## src/rtl/apu_pkg.sv

```systemverilog
// Shared constants and types for the APU pulse-channel register block.
// Latency: none (declarations only).
// Backpressure: none (declarations only).
package apu_pkg;

    // Default frame-sequencer step length in apu_clk cycles.
    localparam int STEP_CYCLES_DEF = 7457;

    // Register map: two pulse channels of four bytes each, then frame control.
    localparam logic [3:0] ADDR_P0_R0 = 4'd0;
    localparam logic [3:0] ADDR_P0_R1 = 4'd1;
    localparam logic [3:0] ADDR_P0_R2 = 4'd2;
    localparam logic [3:0] ADDR_P0_R3 = 4'd3;
    localparam logic [3:0] ADDR_P1_R0 = 4'd4;
    localparam logic [3:0] ADDR_P1_R1 = 4'd5;
    localparam logic [3:0] ADDR_P1_R2 = 4'd6;
    localparam logic [3:0] ADDR_P1_R3 = 4'd7;
    localparam logic [3:0] ADDR_FRAME = 4'd8;

    typedef enum logic {
        MODE_4STEP = 1'b0,
        MODE_5STEP = 1'b1
    } frame_mode_e;

    // Index of the final step before the sequencer returns to step 0.
    function automatic logic [2:0] last_step(input frame_mode_e mode);
        return (mode == MODE_5STEP) ? 3'd4 : 3'd3;
    endfunction

endpackage

```

## src/rtl/apu_frame_counter.sv

```systemverilog
// Frame sequencer: step divider, quarter/half-frame strobes and sticky frame IRQ.
// Latency: strobes and IRQ are registered, visible the cycle after the wrap or control write.
// Backpressure: none; control writes are always taken and restart the sequence.
module apu_frame_counter
    import apu_pkg::*;
#(
    parameter int STEP_CYCLES = STEP_CYCLES_DEF
) (
    input  logic apu_clk,
    input  logic rst_n,
    input  logic ctrl_wr_i,
    input  logic ctrl_mode_i,
    input  logic ctrl_inhibit_i,
    input  logic irq_ack_i,
    output logic qtr_clk_o,
    output logic hlf_clk_o,
    output logic frame_irq_o
);

    localparam int DW = (STEP_CYCLES > 1) ? $clog2(STEP_CYCLES) : 1;

    logic [DW-1:0] div_q, div_d;
    logic [2:0]    step_q, step_d;
    frame_mode_e   mode_q, mode_d;
    logic          inh_q, inh_d;
    logic          qtr_q, qtr_d;
    logic          hlf_q, hlf_d;
    logic          irq_q, irq_d;

    // State register with synchronous active-low reset.
    always_ff @(posedge apu_clk) begin
        if (!rst_n) begin
            div_q  <= '0;
            step_q <= '0;
            mode_q <= MODE_4STEP;
            inh_q  <= 1'b0;
            qtr_q  <= 1'b0;
            hlf_q  <= 1'b0;
            irq_q  <= 1'b0;
        end else begin
            div_q  <= div_d;
            step_q <= step_d;
            mode_q <= mode_d;
            inh_q  <= inh_d;
            qtr_q  <= qtr_d;
            hlf_q  <= hlf_d;
            irq_q  <= irq_d;
        end
    end

    // Next-state: a control write overrides the wrap; the IRQ set is applied after
    // the acknowledge so a coincident set wins.
    always_comb begin
        div_d  = div_q;
        step_d = step_q;
        mode_d = mode_q;
        inh_d  = inh_q;
        qtr_d  = 1'b0;
        hlf_d  = 1'b0;
        irq_d  = irq_q;

        if (irq_ack_i) begin
            irq_d = 1'b0;
        end

        if (ctrl_wr_i) begin
            mode_d = frame_mode_e'(ctrl_mode_i);
            inh_d  = ctrl_inhibit_i;
            div_d  = '0;
            step_d = '0;
            if (ctrl_mode_i) begin
                qtr_d = 1'b1;
                hlf_d = 1'b1;
            end
            if (ctrl_inhibit_i) begin
                irq_d = 1'b0;
            end
        end else if (div_q == DW'(STEP_CYCLES - 1)) begin
            div_d  = '0;
            step_d = (step_q == last_step(mode_q)) ? 3'd0 : step_q + 3'd1;
            if (mode_q == MODE_4STEP) begin
                qtr_d = 1'b1;
                hlf_d = step_q[0];
                if ((step_q == 3'd3) && !inh_q) begin
                    irq_d = 1'b1;
                end
            end else begin
                qtr_d = (step_q != 3'd3);
                hlf_d = (step_q == 3'd1) || (step_q == 3'd4);
            end
        end else begin
            div_d = div_q + DW'(1);
        end
    end

    assign qtr_clk_o   = qtr_q;
    assign hlf_clk_o   = hlf_q;
    assign frame_irq_o = irq_q;

endmodule

```

## src/rtl/apu_pulse_ctrl.sv

```systemverilog
// Pulse-channel register file with write handshake, plus frame sequencer instance.
// Latency: register bytes and change toggles update the cycle after an accepted write.
// Backpressure: wr_ready drops for HOLD_CYCLES cycles after any reg_3 write; else always ready.
module apu_pulse_ctrl
    import apu_pkg::*;
#(
    parameter int STEP_CYCLES = STEP_CYCLES_DEF,
    parameter int HOLD_CYCLES = 4
) (
    input  logic        apu_clk,
    input  logic        rst_n,
    input  logic        wr_valid,
    output logic        wr_ready,
    input  logic [3:0]  wr_addr,
    input  logic [7:0]  wr_data,
    output logic [31:0] p0_regs,
    output logic [31:0] p1_regs,
    output logic        p0_change,
    output logic        p1_change,
    output logic        qtr_clk,
    output logic        hlf_clk,
    input  logic        irq_ack,
    output logic        frame_irq
);

    localparam int HW = (HOLD_CYCLES > 0) ? $clog2(HOLD_CYCLES + 1) : 1;

    logic [31:0]   p0_q, p0_d;
    logic [31:0]   p1_q, p1_d;
    logic          p0_chg_q, p0_chg_d;
    logic          p1_chg_q, p1_chg_d;
    logic [HW-1:0] hold_q, hold_d;
    logic          wr_acc;
    logic          frame_wr;

    assign wr_ready = (hold_q == '0);
    assign wr_acc   = wr_valid && wr_ready;

    // Register file state with synchronous active-low reset.
    always_ff @(posedge apu_clk) begin
        if (!rst_n) begin
            p0_q     <= '0;
            p1_q     <= '0;
            p0_chg_q <= 1'b0;
            p1_chg_q <= 1'b0;
            hold_q   <= '0;
        end else begin
            p0_q     <= p0_d;
            p1_q     <= p1_d;
            p0_chg_q <= p0_chg_d;
            p1_chg_q <= p1_chg_d;
            hold_q   <= hold_d;
        end
    end

    // Address decode: byte writes, reg_3 toggles the channel flag and starts the hold.
    always_comb begin
        p0_d     = p0_q;
        p1_d     = p1_q;
        p0_chg_d = p0_chg_q;
        p1_chg_d = p1_chg_q;
        hold_d   = (hold_q != '0) ? hold_q - HW'(1) : hold_q;
        frame_wr = 1'b0;

        if (wr_acc) begin
            case (wr_addr)
                ADDR_P0_R0: p0_d[7:0]   = wr_data;
                ADDR_P0_R1: p0_d[15:8]  = wr_data;
                ADDR_P0_R2: p0_d[23:16] = wr_data;
                ADDR_P0_R3: begin
                    p0_d[31:24] = wr_data;
                    p0_chg_d    = ~p0_chg_q;
                    hold_d      = HW'(HOLD_CYCLES);
                end
                ADDR_P1_R0: p1_d[7:0]   = wr_data;
                ADDR_P1_R1: p1_d[15:8]  = wr_data;
                ADDR_P1_R2: p1_d[23:16] = wr_data;
                ADDR_P1_R3: begin
                    p1_d[31:24] = wr_data;
                    p1_chg_d    = ~p1_chg_q;
                    hold_d      = HW'(HOLD_CYCLES);
                end
                ADDR_FRAME: frame_wr = 1'b1;
                default:    ;
            endcase
        end
    end

    assign p0_regs   = p0_q;
    assign p1_regs   = p1_q;
    assign p0_change = p0_chg_q;
    assign p1_change = p1_chg_q;

    apu_frame_counter #(
        .STEP_CYCLES(STEP_CYCLES)
    ) u_frame (
        .apu_clk       (apu_clk),
        .rst_n         (rst_n),
        .ctrl_wr_i     (frame_wr),
        .ctrl_mode_i   (wr_data[7]),
        .ctrl_inhibit_i(wr_data[6]),
        .irq_ack_i     (irq_ack),
        .qtr_clk_o     (qtr_clk),
        .hlf_clk_o     (hlf_clk),
        .frame_irq_o   (frame_irq)
    );

endmodule

```

## config.mk

```make
export PLATFORM = sky130hd
export DESIGN_NAME = apu_pulse_ctrl
export DESIGN_NICKNAME = d
export VERILOG_FILES = /design/src/rtl/apu_pkg.sv /design/src/rtl/apu_frame_counter.sv /design/src/rtl/apu_pulse_ctrl.sv
export SDC_FILE = /design/constraint.sdc
export NUM_CORES = 1
export LEC_CHECK = 0
export CELL_PAD_IN_SITES_DETAIL_PLACEMENT = 0
export CELL_PAD_IN_SITES_GLOBAL_PLACEMENT = 1
export CORE_MARGIN = 1.5
export CORE_UTILIZATION = 39
export DETAILED_ROUTE_END_ITERATION = 10
export PLACE_DENSITY = 0.95
export SLEW_MARGIN = 20
export SYNTH_ARGS = -nofsm -noshare
export SYNTH_HDL_FRONTEND = slang
export SYNTH_SLANG_ARGS = --single-unit
```

## constraint.sdc

```tcl
create_clock -name apu_clk -period 3.3 [get_ports apu_clk]
set_input_delay 0.33 -clock apu_clk [delete_from_list [all_inputs] [get_ports apu_clk]]
set_output_delay 0.33 -clock apu_clk [all_outputs]
set_load 0.05 [all_outputs]
```

==> reports/qor.yml <==
setup_path:
  timing_worst_setup_path_type: "flop to primary output"
  critical_path.top_delay_family: "buffers and inverters"
  cp_num_buf_inv: 2
  timing.critical_path.fanout_max: 5
  critPathSlowestCell: "clkdlybuf4s50_1"
  critical_path_sink_type: "primary output"
  arrival_time_of_the_worst_setup_path_ns: 2.24
  crit_path_cell_trace: "inv_1, ha_1, nor2b_1, clkdlybuf4s50_1"
  reg2reg_setup_slack_ns: 0.97
  critPathLaunchType: "flop"
  max_stage_delay_ns: 0.88
  worst-endpoint-required_ns: 2.97
clocking:
  postCtsSetupBuffers: 0
  cts_resized: 0
  worstSkewPairLatency_ns: 0.35
  htree_levels: 3
  cts_num_sinks: 90
  clk_pin_slew_ns: 0.09
  cts.hold.buffers_added: 0
  tritoncts: "done"
  numCtsBuffers: 9
  cts.root.buffer_cell: "clkbuf_8"
  clockBufferDepth: 2
yosys:
  synth_mux_area_share_pct: 5.764
  synthTopCellsByArea: "dfxtp_1 (52%), nand3_1 (8.4%), o21ai_0 (7.2%)"
  ys_ff_latch: 90
  synth-compound-area-share_pct: 9.474
  synth_adder_area_share_pct: 2.882
  synth.top_cell.area_share_pct: 51.87
  largest_family_of_logic_cells_by_synthesized_area: "simple AND/OR/NAND/NOR gates"
  syn_nets: 415
  ys.warnings.count: 0
  yosys.cell_count.top_type: "dfxtp_1"
  synthesis.area_um2: 3473
  yosys_most_used_dff: "dfxtp_1"
  synthXorXnorAreaFrac_pct: 3.530
  synth-seq-area-share_pct: 51.87
  mapped_avg_cell_area_um2: 8.883
  synth_async_sr_flop_share_pct: 0
  area_fraction_in_and_or_nand_and_nor_cells_after_synthesis_pct: 22.98
  post-synth-top-area-cell: "dfxtp_1"
  ys_top_cells_by_count: "dfxtp_1 (90), nand2_1 (59), nand3_1 (58)"
  synth_edf_count: 0
  yosys.cell_types.count: 33
  syn_inst: 391
timing:
  final_period_demand_of_the_worst_path_ns: 2.569
  worst_pin_slew_ns: 0.9081
  slew_viol_final: 0
  max_slew_margin_pct: 39.13
  timing_hold_violations_final: 0
  layout_worst_path_cycle_share_pct: 77.84
  finalSetupViolCount: 0
  fmaxAchievable_mhz: 389.3
  fin_worst_skew_ns: 0.007649
  final.setup.tns_ns: 0
  grt_setup_unrepaired: "no"
layout:
  fillerInstances: 800
  layout.area.seq_um2: 1802
  num_antenna_cells: 0
  area_growth_syn_to_fin_pct: 31.66
  ratio_of_cells_with_drive_above_1_in_the_final_layout_pct: 5.485
  final_net_count: 493
  multi_input_combinational_cell_area_um2: 1550
  finish.utilization_pct: 52.70
routing:
  routed-via-count: 3004
  routed_wirelength_um: 8546
  detail_route.first_pass.iterations: 4
  drt-wirelength-per-cell_um: 14.68
  detailedRoute.firstIterationViolations: 119
  detail-route-antenna-nets: 0
  vias_per_cell: 5.162
  drc_errors: 0
grt:
  overflow: 0
  grt_max_degree: 48
  vias_in_the_first_global_route: 2783
  grt_pass1_wl_um: 14120
  antenna_found_initial: 0
  grt_util_all_layers_pct: 18.45
place:
  io_buffer_count: 85
  gpl.final_weighted_congestion: 0.7760
  hpwl_um: 6213
power_and_ir_drop:
  vdd_ir_drop_max_uv: 166.1
  p_leak_nw: 1.662
  power_density_nw_per_um2: 475.4
status:
  run_status: "complete, no violations"
min_path:
  worstHoldPathType: "flop to flop"
floorplan:
  design.portCount: 86
  std_cell_rows: 34
  core_area_um2: 8678
  floorplan.die_area_um2: 9481
  fp.dieH_um: 97.37
  floorplan.initialDensity_pct: 40.02
  die_width_um: 97.37
job:
  max-cap-violations: 0
==> cell type report <==
class | instances | area share [%]
clock buffers | 9 | 2.709
clock inverters | 7 | 1.149
inverters | 11 | 0.9029
multi-input cells | 269 | 33.90
flip-flops and latches | 90 | 39.40
well taps | 108 | 2.955
repair buffers | 88 | 18.99
==> registers in the layout, summed over array words and instances, names as in the netlist <==
signal / flops
u_frame.div_q: 13
u_frame.inh_q: 1
p1_regs: 32
p0_regs: 32
u_frame.frame_irq_o: 1
u_frame.step_q: 3
u_frame.mode_q: 1
p1_change: 1
hold_q: 3
u_frame.qtr_clk_o: 1
p0_change: 1
u_frame.hlf_clk_o: 1
==> stage by stage <==
| step | setup slack (ns) | std cells | power (mW) | instance area [um2] | hold slack, ns |
|---|---|---|---|---|---|
| final | 0.7314 | 582 | 2.174 | 4573 | 0.4640 |
| after detailed placement | 0.9627 | 566 | 1.517 | 4397 | 0.4516 |
| after floorplan | 1.021 | 391 | 1.404 | 3473 | 0.4297 |
| after global routing | 0.5846 | 582 | 2.274 | 4573 | 0.4933 |
| after CTS | 0.7084 | 582 | 2.189 | 4573 | 0.4652 |
| after global placement | 1.078 | 566 | 1.503 | 4397 | 0.4386 |
==> worst min-delay path, cell delays in order (launching register included) <==
cell     delay [ns]
dfxtp_1        0.32
nand2_1        0.05
o21ai_0        0.06
==> cells by family (layout without fill, tap and decap cells) <==
group,Yosys count,after routing
xor+xnor,14,14
fa+ha+maj,8,8
compound gates,61,61
buf+inv,32,115
flops,90,90
mux,20,20
simple gates,166,166
==> layer usage <==
layer | global-route usage (%) | up-vias | share of wire [%] | wire length [um]
li1 | - | 1496 | - | -
met1 | 24.48 | 1412 | 46 | 3962
met2 | 29.97 | 84 | 47 | 4055
met3 | 3.669 | 12 | 4.8 | 410
met4 | 6.374 | 0 | 1.4 | 118
met5 | 0 | - | 0 | 0
==> worst paths after layout <==
check | startpoint | end | cells after the start
setup / recovery | hold_q[0] | wr_ready | 4
hold reg to reg | p0_regs[3] | p0_regs[3] | 2
setup reg to reg | hold_q[0] | u_frame.div_q[7] | 6
hold / removal | p0_regs[3] | p0_regs[3] | 2
==> cells in the final DEF (no fill, tap or decap), types with 3 or more instances in the layout <==
cell,n
clkbuf_8,9
inv_1,11
o21ai_0,50
nand4_1,4
mux2i_1,20
xnor2_1,11
ha_1,8
buf_4,3
clkinvlp_4,4
nand3_1,58
xor2_1,3
nor2b_1,7
nand2_1,59
nor3_1,5
clkdlybuf4s50_1,84
nor2_1,22
dfxtp_1,90
==> where the power goes <==
group	internal, mW	leakage (nW)	switching (mW)	total (mW)
clock network	0.277	0.0783	0.405	0.682
logic	0.122	0.857	0.227	0.349
registers	1.12	0.727	0.0225	1.14
total	1.52	1.66	0.654	2.17
(Power assumes the default switching activity.)
